--- config.mk ---
export PLATFORM = sky130hd
export DESIGN_NAME = maq_encaixotamento
export DESIGN_NICKNAME = d
export VERILOG_FILES = /design/src/rtl/maq_encaixotamento_pkg.sv /design/src/rtl/maq_encaixotamento_contador_bcd.sv /design/src/rtl/maq_encaixotamento.sv
export SDC_FILE = /design/constraint.sdc
export NUM_CORES = 1
export LEC_CHECK = 0
export BUFFER_PORTS_ARGS = -buffer_cell sky130_fd_sc_hd__buf_4
export CELL_PAD_IN_SITES_DETAIL_PLACEMENT = 1
export CELL_PAD_IN_SITES_GLOBAL_PLACEMENT = 2
export CORE_MARGIN = 8
export CORE_UTILIZATION = 38
export CTS_BUF_LIST = sky130_fd_sc_hd__clkbuf_8 sky130_fd_sc_hd__clkbuf_16
export CTS_CLUSTER_SIZE = 14
export DETAILED_ROUTE_END_ITERATION = 7
export GPL_ROUTABILITY_DRIVEN = 0
export PLACE_DENSITY = 0.8
export SETUP_SLACK_MARGIN = 0.15
export SLEW_MARGIN = 20
export SYNTH_ARGS = -nofsm -noshare
export SYNTH_HDL_FRONTEND = slang
export SYNTH_SLANG_ARGS = --single-unit
export TNS_END_PERCENT = 30
--- constraint.sdc ---
create_clock -name clk -period 6.45 [get_ports clk]
set_input_delay 0.9675 -clock clk [delete_from_list [all_inputs] [get_ports clk]]
set_output_delay 0.9675 -clock clk [all_outputs]
set_load 0.005 [all_outputs]
--- src/rtl/maq_encaixotamento_pkg.sv ---
// Shared definitions for the boxing stage: FSM state encoding and BCD digit width.
package maq_encaixotamento_pkg;

  typedef enum logic [2:0] {
    S_IDLE        = 3'd0,
    S_ENCHENDO    = 3'd1,
    S_TROCA_SAI   = 3'd2,
    S_TROCA_ENTRA = 3'd3,
    S_FALHA       = 3'd4
  } estado_t;

  localparam int BCD_W = 4;

endpackage

--- src/rtl/maq_encaixotamento_contador_bcd.sv ---
// One decade BCD digit (0..9) with ripple carry for chaining decades.
module contador_bcd
  import maq_encaixotamento_pkg::*;
(
  input  logic             clk,
  input  logic             reset,
  input  logic             en,
  output logic [BCD_W-1:0] q,
  output logic             carry
);

  localparam logic [BCD_W-1:0] NOVE = BCD_W'(9);

  // Carry is combinational so the next decade advances on the same edge.
  assign carry = en && (q == NOVE);

  always_ff @(posedge clk) begin
    if (reset) begin
      q <= '0;
    end else if (en) begin
      q <= carry ? '0 : q + BCD_W'(1);
    end
  end

endmodule

--- src/rtl/maq_encaixotamento.sv ---
// Boxing stage: counts bottles into the current box, drives the box conveyor for
// swaps, holds upstream via BLOQ and latches faults on swap timeout or overflow.
module maq_encaixotamento
  import maq_encaixotamento_pkg::*;
#(
  parameter int BOX_SIZE      = 6,
  parameter int CNT_W         = 4,
  parameter int TROCA_TIMEOUT = 5000,
  parameter int TMO_W         = 13
) (
  input  logic             clk,
  input  logic             reset,
  input  logic             ST,
  input  logic             GC,
  input  logic             CX_OK,
  output logic             M_CX,
  output logic             BLOQ,
  output logic [CNT_W-1:0] CNT_GARRAFAS,
  output logic [7:0]       CNT_CAIXAS,
  output logic             CAIXA_CHEIA,
  output logic             FALHA
);

  localparam logic [CNT_W:0]   BOX_LIM = (CNT_W+1)'(BOX_SIZE);
  localparam logic [TMO_W-1:0] TMO_LIM = TMO_W'(TROCA_TIMEOUT - 1);

  estado_t          state, state_n;
  logic             gc_d;
  logic             pend, pend_n;
  logic [TMO_W-1:0] tmo, tmo_n;
  logic [CNT_W-1:0] cnt_n;
  logic             m_cx_n, bloq_n, cheia_n, falha_n;
  logic             box_done;
  logic             rise;
  logic [CNT_W:0]   sum;

  logic [BCD_W-1:0] unid, dez;
  logic             carry_unid, carry_dez_unused;

  assign rise = GC & ~gc_d;

  always_comb begin
    state_n  = state;
    pend_n   = pend;
    tmo_n    = tmo;
    cnt_n    = CNT_GARRAFAS;
    cheia_n  = 1'b0;
    box_done = 1'b0;
    m_cx_n   = 1'b0;
    bloq_n   = 1'b0;
    falha_n  = 1'b0;
    sum      = {1'b0, CNT_GARRAFAS} + (CNT_W+1)'(rise) + (CNT_W+1)'(pend);

    if (!ST) begin
      // Stopping holds counts and pend; only leaving a fault discards pend.
      state_n = S_IDLE;
      if (state == S_FALHA) pend_n = 1'b0;
    end else begin
      unique case (state)
        S_IDLE: begin
          if (CX_OK) begin
            state_n = S_ENCHENDO;
          end else begin
            state_n = S_TROCA_ENTRA;
            tmo_n   = '0;
          end
        end
        S_ENCHENDO: begin
          if (CX_OK) begin
            pend_n = 1'b0;
            if (sum >= BOX_LIM) begin
              cnt_n    = '0;
              pend_n   = (sum > BOX_LIM);
              cheia_n  = 1'b1;
              box_done = 1'b1;
              state_n  = S_TROCA_SAI;
              tmo_n    = '0;
            end else begin
              cnt_n = sum[CNT_W-1:0];
            end
          end else if (rise) begin
            if (pend) state_n = S_FALHA;
            else      pend_n  = 1'b1;
          end
        end
        S_TROCA_SAI, S_TROCA_ENTRA: begin
          if ((tmo == TMO_LIM) || (rise && pend)) begin
            state_n = S_FALHA;
          end else begin
            tmo_n = tmo + TMO_W'(1);
            if (rise) pend_n = 1'b1;
            if (state == S_TROCA_SAI && !CX_OK)  state_n = S_TROCA_ENTRA;
            if (state == S_TROCA_ENTRA && CX_OK) state_n = S_ENCHENDO;
          end
        end
        S_FALHA: ;
        default: state_n = S_IDLE;
      endcase
    end

    // Outputs are derived from the next state so they register alongside it.
    unique case (state_n)
      S_ENCHENDO:                 bloq_n = ~CX_OK;
      S_TROCA_SAI, S_TROCA_ENTRA: begin m_cx_n = 1'b1; bloq_n = 1'b1; end
      S_FALHA:                    begin bloq_n = 1'b1; falha_n = 1'b1; end
      default: ;
    endcase
  end

  always_ff @(posedge clk) begin
    if (reset) begin
      state        <= S_IDLE;
      gc_d         <= 1'b0;
      pend         <= 1'b0;
      tmo          <= '0;
      CNT_GARRAFAS <= '0;
      M_CX         <= 1'b0;
      BLOQ         <= 1'b0;
      CAIXA_CHEIA  <= 1'b0;
      FALHA        <= 1'b0;
    end else begin
      state        <= state_n;
      gc_d         <= GC;
      pend         <= pend_n;
      tmo          <= tmo_n;
      CNT_GARRAFAS <= cnt_n;
      M_CX         <= m_cx_n;
      BLOQ         <= bloq_n;
      CAIXA_CHEIA  <= cheia_n;
      FALHA        <= falha_n;
    end
  end

  contador_bcd u_unid (
    .clk   (clk),
    .reset (reset),
    .en    (box_done),
    .q     (unid),
    .carry (carry_unid)
  );

  contador_bcd u_dez (
    .clk   (clk),
    .reset (reset),
    .en    (carry_unid),
    .q     (dez),
    .carry (carry_dez_unused)
  );

  assign CNT_CAIXAS = {dez, unid};

endmodule
==> impl_metrics.toml, run 1 <==
[status]
status = "complete, no violations"

[synth]
synth_top_area_cell = "dfxtp_1"
synth_area_sq_um = 2011
synthTopCellsByArea = "dfxtp_1, a21oi_1, nor2_1, ha_1, or4_1"
synth_edf_count = 0
synth.yosys.seq_area_share_pct = 33.85
async_flop_share_pct = 0
synth_seq_cells = 34
ys_types = 64
ys.flop_type = "dfxtp_1"
synth_top_area_share_pct = 33.85
synth_cells = 230
yosysWarnings = 0
synth_nets = 242
synth_area_per_cell_sq_um = 8.742

[finish]
drive_above_1_share_pct = 18.07
syn2layout_area_growth_pct = 12.76
design_area_sq_um = 2267
nets = 260
diodes = 0

[clock_tree]
worstSkewPairLatency_ns = 0.29
cts.path.max_buffers = 2
clock-sinks = 34
tritoncts = "yes"
cts_setup_buffers = 0
hold_buffers = 0
cts_resized = 0
cts.clk_slew.worst_paths_ns = 0.07
root_buffer = "clkbuf_8"
cts_made_buffers = 5
htree_levels = 2

[global_routing]
antenna_found_initial = 0
grt_first_pass_wirelength_mm = 8.528
grt_max_degree = 24
grt_pass1_vias = 1762
globalRoute.totalOverflow = 0
grtUsageTotal_pct = 13.56

[critical_path]
arrival_ns = 3.60
criticalPathCategory = "in2reg"
critPathMaxFanout = 22
path_buf_inv = 2
cp_top_family = "compound AO/OA/AOI/OAI gates"
end_kind = "flip-flop"
required_ns = 6.58
crit_path_cell_trace = "buf_4 > nor2b_1 > fa_1 > ha_1 > a211oi_1 > a21oi_2 > a311oi_2 > buf_4 > o31ai_2 > a21oi_1"
cp_common_cell = "buf_4"
worst_path_max_delay_cell = "o31ai_2"
max_stage_delay_ns = 0.68
worstSetupStartpointType = "primary input"

[pwr]
swShare_pct = 26.11
power_frac_clock_pct = 38.2
power.internal_w = 0.0003152
p_leak_nw = 0.7835
ir_drop_mv = 0.07373
p_per_area_nw_per_um2 = 188.2
power.share.sequential_pct = 51.1
p_sw_w = 0.0001114
combPwrFrac_pct = 10.7

[timing]
max_freq_mhz = 288.1
rsz0062_at_grt = "no"
setup_viol = 0
slew-limit-headroom_pct = 48.41
hold_viol = 0
finClkSkew_ns = 0.009595
min_period_ns = 3.471
max_slew.worst_pin.slew_ns = 0.7692
maxSlewViolCount = 0
post-route-period-util_pct = 53.81
final.setup.tns_ns = 0
setup_ws_ns = 2.979

[drt]
firstDrtPassIters = 4
initialDrtViolationCount = 36
drtAntennaViolNets = 0
vias = 1812
via_per_inst = 5.680
drc = 0
drt-total-wl_mm = 5.046
wl_per_cell_um = 15.82

[floorplan]
io_pins = 21
initial_utilization_pct = 39.37
dieArea_sq_um = 7875
dieHeight_um = 88.74
die-width_um = 88.74
coreArea_sq_um = 5107
rows = 26

[placed_design]
portBuffers = 20
dp_hpwl_mm = 3.597
pre_cts_ws_ns = 2.609
placed_area_sq_um = 2176

[flow_run]
maxCapViolCount = 0

[worst_hold_path]
hp-class = "reg2reg"
[per-stage QoR]
| step | hold slack [ns] | util [%] | power, W | cells |
|---|---|---|---|---|
| floorplan | 0.4473 | - | 0.0002591 | 230 |
| global placement | 0.4717 | 42.60 | 0.0002688 | 311 |
| detailed placement | 0.4806 | 42.60 | 0.0002686 | 311 |
| CTS | 0.4910 | 44.39 | 0.0004345 | 319 |
| global route | 0.5079 | 44.39 | 0.0004464 | 319 |
| finish | 0.4788 | 44.39 | 0.0004266 | 319 |
[cells by family after synthesis]
| kind of cell | after synthesis | synth area share (%) |
|---|---|---|
| multiplexers | 2 | 0.9957 |
| buffers and inverters | 20 | 5.849 |
| AND/OR/NAND/NOR | 97 | 28.13 |
| XOR/XNOR | 2 | 0.8713 |
| adder cells (fa/ha/maj) | 7 | 4.729 |
| AO/OA/AOI/OAI | 68 | 25.58 |
| flip-flops | 34 | 33.85 |
[synthesized netlist by cell type (4+ instances only)]
cell	n
dfxtp_1	34
nor2_1	21
a21oi_1	17
nand2_1	14
nand3_1	11
inv_1	10
or4_1	9
o31ai_1	8
nor3_1	7
a31oi_1	6
ha_1	6
nor2b_1	5
a211oi_1	4
o21ai_0	4
or3_1	4
[worst register-to-register path, cell delays in order (launching register included)]
cell and delay [ns]:
dfxtp_1 0.37, fa_1 0.48, ha_1 0.42, a211oi_1 0.12, a21oi_2 0.26, a311oi_2 0.15
buf_4 0.22, o31ai_2 0.68, a21oi_1 0.09
[cells in the final DEF (no fill, tap or decap), types with 2 or more instances in the layout]
cell type / netlist / layout
a31oi_1: 6 / 6
clkbuf_8: 0 / 6
nor4_1: 3 / 3
nand3_1: 11 / 11
o2bb2ai_1: 2 / 2
and4b_1: 2 / 2
nor2b_1: 5 / 5
inv_1: 10 / 11
or3_1: 4 / 4
o211ai_1: 2 / 2
nand2b_1: 3 / 3
a31o_2: 3 / 3
or4b_4: 2 / 2
nand4_1: 3 / 3
buf_4: 1 / 21
xor2_1: 2 / 2
nor2_1: 21 / 21
o21ai_1: 3 / 3
o21ai_0: 4 / 4
a21o_1: 2 / 2
nand2_1: 14 / 14
mux2i_1: 2 / 2
ha_1: 6 / 6
nor3_1: 7 / 7
nand3b_1: 2 / 2
or4_1: 9 / 9
a21oi_1: 17 / 17
dfxtp_1: 34 / 34
o31ai_1: 8 / 8
a211oi_1: 4 / 4
[layout make-up]
cell class                      count  area, sq um
Timing Repair Buffer               21        157.7
Fill cell                         628         2840
Inverter                           10        37.54
Clock buffer                        6        82.58
Multi-Input combinational cell    176         1212
Clock inverter                      2        8.758
Sequential cell                    34        680.7
Tap cell                           70        87.58
[final timing paths]
| check | from | slack, ns | to | depth (start not counted) |
|---|---|---|---|---|
| setup / recovery | GC | 2.98 | tmo[11]$_SDFFE_PP0P_ | 10 |
| hold reg to reg | tmo[12]$_SDFFE_PP0P_ | 0.48 | tmo[12]$_SDFFE_PP0P_ | 2 |
| hold / removal | tmo[12]$_SDFFE_PP0P_ | 0.48 | tmo[12]$_SDFFE_PP0P_ | 2 |
| setup reg to reg | pend$_SDFFE_PP0P_ | 3.50 | tmo[11]$_SDFFE_PP0P_ | 8 |
[sequential cells by signal, summed over array words and instances, names as in the netlist, 3 cells and up]
name          flops
tmo              13
u_dez.q           4
state             3
CNT_GARRAFAS      4
u_unid.q          4
[layer usage]
metal | share of wire (%) | vias up | global-route usage (%)
met5 | 0 | - | 0
met4 | 1.2 | 0 | 4.147
met3 | 3.0 | 5 | 3.250
met2 | 47 | 21 | 21.70
met1 | 49 | 869 | 17.36
li1 | - | 917 | -
[power by group through the flow]
stage / Clock, W / Sequential [W] / Combinational [W]
global placement: 0 / 0.000223 / 0.0000459
CTS: 0.000170 / 0.000218 / 0.0000461
floorplan: 0 / 0.000222 / 0.0000370
detailed placement: 0 / 0.000223 / 0.0000456
finish: 0.000163 / 0.000218 / 0.0000456
global route: 0.000178 / 0.000219 / 0.0000500
(Power assumes the default switching activity.)
==> run 2, diff against run 1 <==
--- a/config.mk
+++ b/config.mk
@@ -5,16 +5,17 @@
 export SDC_FILE = /design/constraint.sdc
 export NUM_CORES = 1
 export LEC_CHECK = 0
+export ABC_AREA = 1
 export BUFFER_PORTS_ARGS = -buffer_cell sky130_fd_sc_hd__buf_4
 export CELL_PAD_IN_SITES_DETAIL_PLACEMENT = 1
 export CELL_PAD_IN_SITES_GLOBAL_PLACEMENT = 2
 export CORE_MARGIN = 8
-export CORE_UTILIZATION = 38
+export CORE_UTILIZATION = 33
 export CTS_BUF_LIST = sky130_fd_sc_hd__clkbuf_8 sky130_fd_sc_hd__clkbuf_16
 export CTS_CLUSTER_SIZE = 14
 export DETAILED_ROUTE_END_ITERATION = 7
 export GPL_ROUTABILITY_DRIVEN = 0
-export PLACE_DENSITY = 0.8
+export PLACE_DENSITY = 0.76
 export SETUP_SLACK_MARGIN = 0.15
 export SLEW_MARGIN = 20
 export SYNTH_ARGS = -nofsm -noshare
==> constraint.sdc (replaced) <==
create_clock -name clk -period 3.3 [get_ports clk]
set_input_delay 0.495 -clock clk [delete_from_list [all_inputs] [get_ports clk]]
set_output_delay 0.495 -clock clk [all_outputs]
set_load 0.005 [all_outputs]
==> impl_metrics.toml, run 2 <==
[worst_hold_path]
hp-class = "in2reg"
hp-start = "GC"

[synth]
synth_area_sq_um = 2100
synth_seq_cells = 34
synthAdderAreaFrac_pct = 4.529
synth_area_per_cell_sq_um = 6.884
synth_top_area_share_pct = 32.42
synth_top_area_cell = "dfxtp_1"
yosysMostFrequentCell = "nand2_1"
synth.yosys.seq_area_share_pct = 32.42
synth-compound-area-share_pct = 10.43
ys.flop_type = "dfxtp_1"
synth_top_family_by_area = "simple AND/OR/NAND/NOR gates"
yosysWarnings = 0
synthSimpleGateAreaFrac_pct = 40.58
synth_edf_count = 0
ys_top_cells_by_count = "nand2_1, nor2_1, dfxtp_1, inv_1, nand3_1"
synthTopCellsByArea = "dfxtp_1, nand2_1, nor2_1, nand3_1, inv_1"
synthMuxAreaShare_pct = 0
async_flop_share_pct = 0
synth_nets = 317
synth-xor-area-share_pct = 2.920
synth_cells = 305
ys_types = 33

[drt]
drt-total-wl_mm = 5.679
wl_per_cell_um = 14.13
vias = 1977
drtAntennaViolNets = 0
drc = 0
firstDrtPassIters = 4
initialDrtViolationCount = 59
via_per_inst = 4.918

[placed_design]
placed_area_sq_um = 2295
portBuffers = 20
dp_hpwl_mm = 4.173
placed_cells = 396

[pwr]
combPwrFrac_pct = 10.6
p_per_area_nw_per_um2 = 347.0
p_leak_nw = 0.9906
p_sw_w = 0.0002200
power_w = 0.0008249
swShare_pct = 26.67
power.share.sequential_pct = 51.4
power_frac_clock_pct = 38.0
power.internal_w = 0.0006049
ir_drop_mv = 0.1348

[critical_path]
timing.rr.start = "CNT_GARRAFAS[0]$_SDFFE_PP0P_"
required_ns = 3.47
worstSetupStartpointType = "primary input"
end_kind = "flip-flop"
critPathMaxFanout = 14
criticalPathCategory = "in2reg"
setup.worst_path.end = "tmo[1]$_SDFFE_PP0P_"
worstRegToRegCells = 12
max_stage_delay_ns = 0.41
worst_path_max_delay_cell = "fa_1"
r2r_end = "tmo[1]$_SDFFE_PP0P_"
cp_common_cell = "nand2_1"
arrival_ns = 2.48
critPathLaunch = "GC"
crit_path_cell_trace = "buf_4 > inv_1 > nor2_1 > fa_1 > ha_1 > inv_1 > nand2_1 > nand3_1 > nand3_2 > nand2_2 > nand2_4 > nand2_4 > nand2_1 > nand2_1 > nor2_1"
rrSetupSlack_ns = 1.05

[finish]
seq_area_sq_um = 680.7
top_register = "tmo"
diodes = 0
layout_common_cells = "nand2_1, nor2_1, dfxtp_1, inv_1, nand3_1"
design_area_sq_um = 2377
multi_input_area_sq_um = 1227
layout_commonest_cell = "nand2_1"
num-fill-cells = 805
drive_above_1_share_pct = 18.46
layoutNonFillerInstCount = 402
nets = 338
syn2layout_area_growth_pct = 13.23
largest_reg_flops = 13

[clock_tree]
tritoncts = "yes"
worstSkewPairLatency_ns = 0.29
clock-sinks = 34
htree_levels = 2
cts.path.max_buffers = 2
hold_buffers = 0
cts_made_buffers = 5
root_buffer = "clkbuf_8"
cts.clk_slew.worst_paths_ns = 0.07
cts_resized = 0
cts_setup_buffers = 0

[global_routing]
grt_first_pass_wirelength_mm = 10.09
antenna_found_initial = 0
grt_pass1_vias = 2068
grt_max_degree = 23
globalRoute.totalOverflow = 0
grtUsageTotal_pct = 13.90

[floorplan]
dieArea_sq_um = 9171
initial_utilization_pct = 33.64
dieHeight_um = 95.77
die-width_um = 95.77
io_pins = 21
coreArea_sq_um = 6241
rows = 29

[timing]
maxSlewViolCount = 0
post-route-period-util_pct = 70.01
min_period_ns = 2.310
hold_viol = 0
final.setup.tns_ns = 0
setup_viol = 0
slew-limit-headroom_pct = 65.44
whs_ns = 0.4378
rsz0062_at_grt = "no"
max_freq_mhz = 432.8
max_slew.worst_pin.slew_ns = 0.5178
finClkSkew_ns = 0.007397

[status]
status = "complete, no violations"

[flow_run]
maxCapViolCount = 0
run 2: metrics by stage:
step / util (%) / worst slack, ns
6_report: 38.09 / 0.9895
5_1_grt: 38.09 / 0.7662
4_1_cts: 38.09 / 0.9852
3_5_place_dp: 36.77 / 0.6830
3_3_place_gp: 36.77 / 0.8380
2_1_floorplan: - / 1.162
run 2: layer usage:
metal	vias up	track usage (%)	share of wire, %
met5	-	0	0
met3	6	3.198	3.0
met2	28	21.43	43
li1	1020	-	-
met1	923	18.89	52
met4	0	3.841	1.3
run 2: logic make-up (layout without fill, tap and decap cells):
| kind of cell | count (synthesis) | after routing |
|---|---|---|
| adder cells (fa/ha/maj) | 7 | 7 |
| buffers and inverters | 43 | 63 |
| AND/OR/NAND/NOR | 181 | 181 |
| AO/OA/AOI/OAI | 33 | 33 |
| flip-flops | 34 | 34 |
| XOR/XNOR | 7 | 7 |
run 2: critical path: cells and delay by family:
| kind | cells | cell delay, ns |
|---|---|---|
| buf+inv | 3 | 0.23 |
| simple gates | 10 | 1.10 |
| fa+ha+maj | 2 | 0.64 |
run 2: worst min path at each step:
stage / endpoint / slack (ns) / depth (start not counted)
after global routing: gc_d$_SDFF_PP0_ / 0.49 / 3
after global placement: tmo[5]$_SDFFE_PP0P_ / 0.49 / 2
after detailed placement: CNT_GARRAFAS[3]$_SDFFE_PP0P_ / 0.50 / 2
final: gc_d$_SDFF_PP0_ / 0.44 / 3
after floorplan: tmo[5]$_SDFFE_PP0P_ / 0.47 / 2
after CTS: gc_d$_SDFF_PP0_ / 0.43 / 3
run 2: power by group through the flow:
stage	combinational [W]	clock (W)	sequential, W
3_3_place_gp	0.0000869	0	0.000433
6_report	0.0000875	0.000313	0.000424
2_1_floorplan	0.0000654	0	0.000432
3_5_place_dp	0.0000870	0	0.000433
5_1_grt	0.0000982	0.000346	0.000425
4_1_cts	0.0000885	0.000330	0.000424
run 2: layout make-up:
class / count / share of cell area [%]
repair buffers: 20 / 6.316
flip-flops and latches: 34 / 28.63
well taps: 77 / 4.053
multi-input cells: 228 / 51.63
clock buffers: 6 / 3.474
inverters: 37 / 5.895
